**src/rtl/aes_byteserial_ctrl.sv**
```systemverilog
// Control sequencer for a byte-serial AES-128 encryption datapath. It produces one encryption per start and takes 203 cycles from start to done.
// Define AES_CTRL_GUARDS_EN to drive the doSG/doCG guard strobes; otherwise both are held at 0.
module aes_byteserial_ctrl (
   input  logic       clk,
   input  logic       rst,
   input  logic       start,
   output logic       busy,
   output logic       en,
   output logic       din_ready,
   output logic       sel_fb,
   output logic       key_en,
   output logic       doSR,
   output logic       doMC,
   output logic       doSG,
   output logic       doCG,
   output logic       last_round,
   output logic [3:0] round,
   output logic [3:0] byte_cnt,
   output logic [7:0] rcon,
   output logic       dout_valid,
   output logic       done
);

   typedef enum logic [2:0] {
      S_IDLE  = 3'd0,
      S_LOAD  = 3'd1,
      S_ROUND = 3'd2,
      S_SR    = 3'd3,
      S_OUT   = 3'd4,
      S_DONE  = 3'd5
   } state_t;

   state_t     state;
   state_t     state_n;
   logic [3:0] cnt_n;
   logic [3:0] round_n;
   logic [7:0] rcon_n;
   logic       busy_n;
   logic       din_ready_n;
   logic       sel_fb_n;
   logic       key_en_n;
   logic       do_sr_n;
   logic       do_mc_n;
   logic       do_sg_n;
   logic       do_cg_n;
   logic       last_round_n;
   logic       dout_valid_n;
   logic       done_n;

   function automatic logic [7:0] xtime(input logic [7:0] v);
      return {v[6:0], 1'b0} ^ (v[7] ? 8'h1B : 8'h00);
   endfunction

   always_comb begin
      state_n = state;
      cnt_n   = byte_cnt + 4'd1;
      round_n = round;
      rcon_n  = rcon;
      case (state)
         S_IDLE: begin
            cnt_n   = 4'd0;
            round_n = 4'd0;
            rcon_n  = 8'h00;
            if (start) begin
               state_n = S_LOAD;
               rcon_n  = 8'h01;
            end
         end
         S_LOAD: begin
            if (byte_cnt == 4'd15) begin
               state_n = S_ROUND;
               cnt_n   = 4'd0;
               round_n = 4'd1;
            end
         end
         S_ROUND: begin
            if (byte_cnt == 4'd15) begin
               state_n = S_SR;
               cnt_n   = 4'd0;
            end
         end
         S_SR: begin
            cnt_n = 4'd0;
            if (round == 4'd10) begin
               state_n = S_OUT;
               round_n = 4'd0;
            end else begin
               state_n = S_ROUND;
               round_n = round + 4'd1;
               rcon_n  = xtime(rcon);
            end
         end
         S_OUT: begin
            if (byte_cnt == 4'd15) begin
               state_n = S_DONE;
               cnt_n   = 4'd0;
            end
         end
         S_DONE: begin
            state_n = S_IDLE;
            cnt_n   = 4'd0;
            rcon_n  = 8'h00;
         end
         default: begin
            state_n = S_IDLE;
            cnt_n   = 4'd0;
            round_n = 4'd0;
            rcon_n  = 8'h00;
         end
      endcase

      // Strobes are decoded from the next state so every output leaves a flop.
      busy_n       = (state_n == S_LOAD) || (state_n == S_ROUND) ||
                     (state_n == S_SR)   || (state_n == S_OUT);
      din_ready_n  = (state_n == S_LOAD);
      sel_fb_n     = (state_n == S_ROUND) || (state_n == S_SR);
      key_en_n     = (state_n == S_ROUND);
      do_sr_n      = (state_n == S_SR);
      do_mc_n      = (state_n == S_ROUND) && (round_n >= 4'd2) && (cnt_n[1:0] == 2'b00);
      last_round_n = (state_n == S_ROUND) && (round_n == 4'd10);
      dout_valid_n = (state_n == S_OUT);
      done_n       = (state_n == S_DONE);
`ifdef AES_CTRL_GUARDS_EN
      do_sg_n      = (state_n == S_ROUND) && (cnt_n == 4'd15);
      do_cg_n      = (state_n == S_SR) || ((state == S_SR) && (state_n == S_ROUND));
`else
      do_sg_n      = 1'b0;
      do_cg_n      = 1'b0;
`endif
   end

   always_ff @(posedge clk) begin
      if (rst) begin
         state      <= S_IDLE;
         byte_cnt   <= 4'd0;
         round      <= 4'd0;
         rcon       <= 8'h00;
         busy       <= 1'b0;
         din_ready  <= 1'b0;
         sel_fb     <= 1'b0;
         key_en     <= 1'b0;
         doSR       <= 1'b0;
         doMC       <= 1'b0;
         doSG       <= 1'b0;
         doCG       <= 1'b0;
         last_round <= 1'b0;
         dout_valid <= 1'b0;
         done       <= 1'b0;
      end else begin
         state      <= state_n;
         byte_cnt   <= cnt_n;
         round      <= round_n;
         rcon       <= rcon_n;
         busy       <= busy_n;
         din_ready  <= din_ready_n;
         sel_fb     <= sel_fb_n;
         key_en     <= key_en_n;
         doSR       <= do_sr_n;
         doMC       <= do_mc_n;
         doSG       <= do_sg_n;
         doCG       <= do_cg_n;
         last_round <= last_round_n;
         dout_valid <= dout_valid_n;
         done       <= done_n;
      end
   end

   assign en = busy;

endmodule

```
**config.mk**
```make
export PLATFORM = sky130hd
export DESIGN_NAME = aes_byteserial_ctrl
export DESIGN_NICKNAME = d
export VERILOG_FILES = /design/src/rtl/aes_byteserial_ctrl.sv
export SDC_FILE = /design/constraint.sdc
export NUM_CORES = 1
export LEC_CHECK = 0
export CAP_MARGIN = 10
export CORE_AREA = 5 5 68 86
export CTS_CLUSTER_SIZE = 16
export DETAILED_ROUTE_END_ITERATION = 8
export DIE_AREA = 0 0 73 91
export PLACE_DENSITY = 0.52
export SETUP_SLACK_MARGIN = 0.05
export SLEW_MARGIN = 20
export SYNTH_ARGS = -nofsm -noshare
export SYNTH_HDL_FRONTEND = slang
export SYNTH_SLANG_ARGS = --single-unit
```
**constraint.sdc**
```tcl
create_clock -name clk -period 2.3 [get_ports clk]
set_input_delay 0.69 -clock clk [delete_from_list [all_inputs] [get_ports clk]]
set_output_delay 0.69 -clock clk [all_outputs]
set_load 0.005 [all_outputs]
```
# --- Yosys cells after proc, flatten, opt, wreduce, memory -nomap -nowiden ---
# Cells that the tools add are included.
totals:
  wordCells: 61
  in_bits: 3
  regBits: 28
op_classes:
  add_sub_neg: 2
  n_bitwise: 2
  n_eq_ne: 14
  n_reduce_logical: 13
  order_cmp: 1
  muxes: 15
op_table:
  columns: ["operator", "count"]
  rows:
  - ["8-bit case mux with 3 select lines", 1]
  - ["3-bit two-way mux", 5]
  - ["3-bit case mux with 5 select lines", 1]
  - ["3-bit by 2-bit equality test with 1-bit output, second input constant", 4]
  - ["3-bit equality test, second input constant", 4]
  - ["4-bit equality test, second input constant", 3]
  - ["4-bit case mux with 3 select lines", 1]
  - ["3-bit OR reduction", 3]
  - ["4-bit by 1-bit adder with 4-bit output, second input constant", 2]
  - ["4-bit two-way mux", 2]
  - ["8-bit two-way mux", 1]
  - ["8-bit by 5-bit bitwise XOR with 8-bit output", 1]
  - ["3-bit by 1-bit equality test with 1-bit output, second input constant", 2]
  - ["5-bit two-way mux", 1]
  - ["4-bit by 2-bit greater-or-equal comparator with 1-bit output, second input constant", 1]
  - ["1-bit logical OR", 4]
  - ["2-bit two-way mux", 2]
  - ["1-bit logical AND", 3]
  - ["3-bit logical NOT", 1]
  - ["2-bit logical NOT", 1]
  - ["2-bit inequality test, second input constant", 1]
  - ["2-bit AND reduction", 1]
  - ["1-bit two-way mux", 1]
  - ["1-bit inverter", 1]

# --- Depth between registers and ports, before layout ---
logic_depth:
  ltp_word: 7
  ltp_mapped: 7
  depth_no_buf: 7

# --- Least setup slack after synthesis ---
# Ideal clock, no wire load.
synth_path:
  path_type: "input to register"
  start: "input rst"
  end: "register last_round"
  path_buffers: 1
  t_arrival_ps: 1804
  path_slack_ps: 409
  setup_time_ps: 87
  t_required_ps: 2213
  path_stages: 6
  path_cell_list: "clkbuf_2 or2_4 a2111o_1 clkinv_2 o211ai_4 nor4b_4"
synth_rtl:
  columns: ["element", "line_no", "source"]
  rows:
  - ["from (decl)", "5", "input logic rst,"]
  - ["to (signal assigned)", "162", "last_round <= last_round_n;"]
  - ["to (decl)", "16", "output logic last_round,"]

# --- Worst setup path in the final report ---
layout_path:
  start: "register byte_cnt[2]"
  end: "output byte_cnt[2]"
layout_rtl:
  columns: ["element", "line_no", "source"]
  rows:
  - ["from (decl)", "18", "output logic [3:0] byte_cnt,"]
  - ["from (signal assigned)", "151", "byte_cnt <= cnt_n;"]
# No word-level cell between the ends.

==> flow_summary_export.csv <==
group,metric,value,unit
status,outcome,"complete, no violations",
logic_synthesis,synth_edf_count,0,
global_routing,grt_util_all_layers,10.8,%
logic_synthesis,yosys_register_bits,28,
power_and_ir_drop,p_comb_share,9.1,%
clock_network,clk_pin_slew,90,ps
placement,gp_congestion,0.744,
final_layout,post-route-util,36.8,%
power_and_ir_drop,power_frac_seq,56.3,%
clock_network,cts_tree,"done",
placement,dp_hpwl,2.54,mm
logic_synthesis,synthTopCellsByCount,"28 x dfxtp_1, 17 x a21oi_1, 15 x nor2_1",
floorplanning,core,4930,sq um
global_routing,grt_pass1_vias,1242,
final_layout,antennaDiodeCount,0,
floorplanning,rows,29,
critical_path,cp_top_family,"buffers and inverters",
timing,setup-tns-final,0,ps
timing,worst_pin_slew,755,ps
timing,slew_violations,0,
timing,skew,2.74,ps
logic_synthesis,synth_top_cell_by_area,"dfxtp_1",
placement,dp_slack,57.4,ps
floorplanning,start_util,29.2,%
critical_path,critPathMaxStageDelay,560,ps
global_routing,grt_max_degree,21,
final_layout,final_area,1810,sq um
clock_network,clock_latency,270,ps
logic_synthesis,syn-cell-area,1440,sq um
route,drt_first_pass_iters,4,
global_routing,grt_pass1_wl,5.89,mm
power_and_ir_drop,total_power,0.880,mW
critical_path,required,1610,ps
critical_path,critPathCaptureType,"output pin",
power_and_ir_drop,p_switching,0.198,mW
critical_path,worstPathArrival,1330,ps
clock_network,clock-sinks,28,
final_layout,drive_gt1_share,10.2,%
critical_path,crit_slowest_cell,"clkdlybuf4s50_1",
final_layout,syn2layout_area_growth,25.9,%
timing,rsz0062_at_grt,"false",
logic_synthesis,async_flop_share,0,%
timing,timing.fmax,495,MHz
logic_synthesis,ys_warn_count,0,
clock_network,cts_buffers,3,
critical_path,cp_cell_sequence,"clkdlybuf4s50_1",
power_and_ir_drop,p_clk_share,34.6,%
timing,slew_headroom,49.7,%
route,drc,0,
floorplanning,die-area,6640,sq um
clock_network,clock_path_buffers,2,
power_and_ir_drop,ir_worst_vdd,0.220,mV
final_layout,fill_cells,535,
critical_path,path_class,"reg -> out",
logic_synthesis,avgSynthCellArea,8.90,sq um
clock_network,cts_resized,0,
logic_synthesis,yosysTopAreaCellShare,38.9,%
timing,min_period_over_period,87.8,%
timing,fin_crit,2020,ps
route,wl_per_cell,13.8,um
logic_synthesis,synth.yosys.seq_area_share,38.9,%
timing,setup_viol,0,
floorplanning,io_pins,31,
route,drtIter0Drc,98,
power_and_ir_drop,p_leak,0.662,nW
flow_run,cap_violations,0,
route,wl,3.42,mm
worst_hold_path,hp-class,"reg -> reg",
power_and_ir_drop,p_int,0.682,mW
route,vias,1231,
final_layout,layout.nets,193,
power_and_ir_drop,sw_frac_of_total,22.5,%
route,drt.antenna.violating_nets,0,
route,via_per_inst,4.96,
clock_network,clock-root-buffer,"clkbuf_8",
logic_synthesis,netlist_top_cells_area,"dfxtp_1 39%, a21oi_1 5.9%, nor2_1 3.9%, xnor2_1 3.0%, ha_1 2.6%",
clock_network,cts_hold_buf,0,
timing,hold_viol,0,
logic_synthesis,synth-main-ff-cell,"dfxtp_1",
power_and_ir_drop,power_density,485,nW/um^2
logic_synthesis,synth_cells,162,
critical_path,cp_max_fo,9,
floorplanning,die_h,91,um
global_routing,antenna_found_initial,0,
clock_network,postCtsSetupBuffers,0,
timing,fin_ws,281,ps
placement,placement.io_buffers,28,
floorplanning,die_width,73,um
global_routing,globalRouteOverflowTotal,0,
placement,placed_cell_area,1760,sq um
critical_path,crit_path_start_kind,"flip-flop",
clock_network,h-tree-depth,1,
critical_path,path_buf_inv,1,
logic_synthesis,ys_types,50,
logic_synthesis,yosysMostFrequentCell,"dfxtp_1",
[sequential cells by signal, summed over array words and instances (netlist names)]
signal	flops
doSR	1
busy	1
din_ready	1
state	3
last_round	1
rcon	8
sel_fb	1
doMC	1
round	4
byte_cnt	4
done	1
key_en	1
dout_valid	1
[worst register-to-register path, delay by kind of cell, from the launching register on]
| kind | cells | cell delay [ps] |
|---|---|---|
| DFF | 1 | 450 |
| adders and majority gates | 1 | 230 |
| AOI/OAI and AO/OA | 2 | 400 |
| buffers and inverters | 1 | 100 |
| and+or+nand+nor | 2 | 680 |
[metrics by stage]
stage | std cells | hold WS, ps
6_report | 248 | 477
5_1_grt | 248 | 493
4_1_cts | 248 | 481
3_5_place_dp | 244 | 467
3_3_place_gp | 244 | 456
2_1_floorplan | 163 | 458
[area by class of cell]
cell class | count | area, sq um | area share (%)
Tap cell | 62 | 77.6 | 4.28
Clock buffer | 4 | 55.1 | 3.03
Timing Repair Buffer | 35 | 333 | 18.3
Sequential cell | 28 | 561 | 30.9
Multi-Input combinational cell | 113 | 764 | 42.1
Inverter | 6 | 23.8 | 1.31
[power by group through the flow]
stage / sequential, mW / clock (mW) / combinational (mW)
global placement: 0.507 / 0 / 0.0794
CTS: 0.496 / 0.320 / 0.0800
detailed placement: 0.507 / 0 / 0.0798
global route: 0.498 / 0.339 / 0.0880
floorplan: 0.508 / 0 / 0.0533
finish: 0.496 / 0.304 / 0.0799
[worst paths after layout]
path	depth (start not counted)	start	slack, ps	to
hold / removal	2	rcon[6]	480	rcon[7]
setup reg to reg	6	round[0]	380	rcon[4]
setup / recovery	1	byte_cnt[2]	280	byte_cnt[2]
hold reg to reg	2	rcon[6]	480	rcon[7]
[cells by family (layout without fill, tap and decap cells)]
| group | after synthesis | count (layout) | synth area share (%) |
|---|---|---|---|
| AND/OR/NAND/NOR | 53 | 53 | 22.2 |
| AO/OA/AOI/OAI | 49 | 49 | 23.9 |
| flip-flops | 28 | 28 | 38.9 |
| buffers and inverters | 22 | 45 | 8.33 |
| XOR/XNOR | 5 | 5 | 3.04 |
| adder cells (fa/ha/maj) | 3 | 3 | 2.60 |
| other | 1 | 2 | 0.260 |
| multiplexers | 1 | 1 | 0.781 |
[metal layers]
metal	global-route usage, %	share of wire [%]
met1	14.1	46
met2	17.5	49
met3	1.22	2.6
met4	4.46	1.9
met5	0	0
[cells in the final DEF (no fill, tap or decap), types with 4 or more instances in the layout]
cell type,n
o21ai_0,7
buf_4,7
nor2_1,15
nand2_1,7
clkdlybuf4s50_1,28
clkbuf_8,4
xnor2_1,5
or4_1,4
o21ai_1,4
dfxtp_1,28
inv_1,5
a21oi_1,17
(Power assumes the default switching activity.)
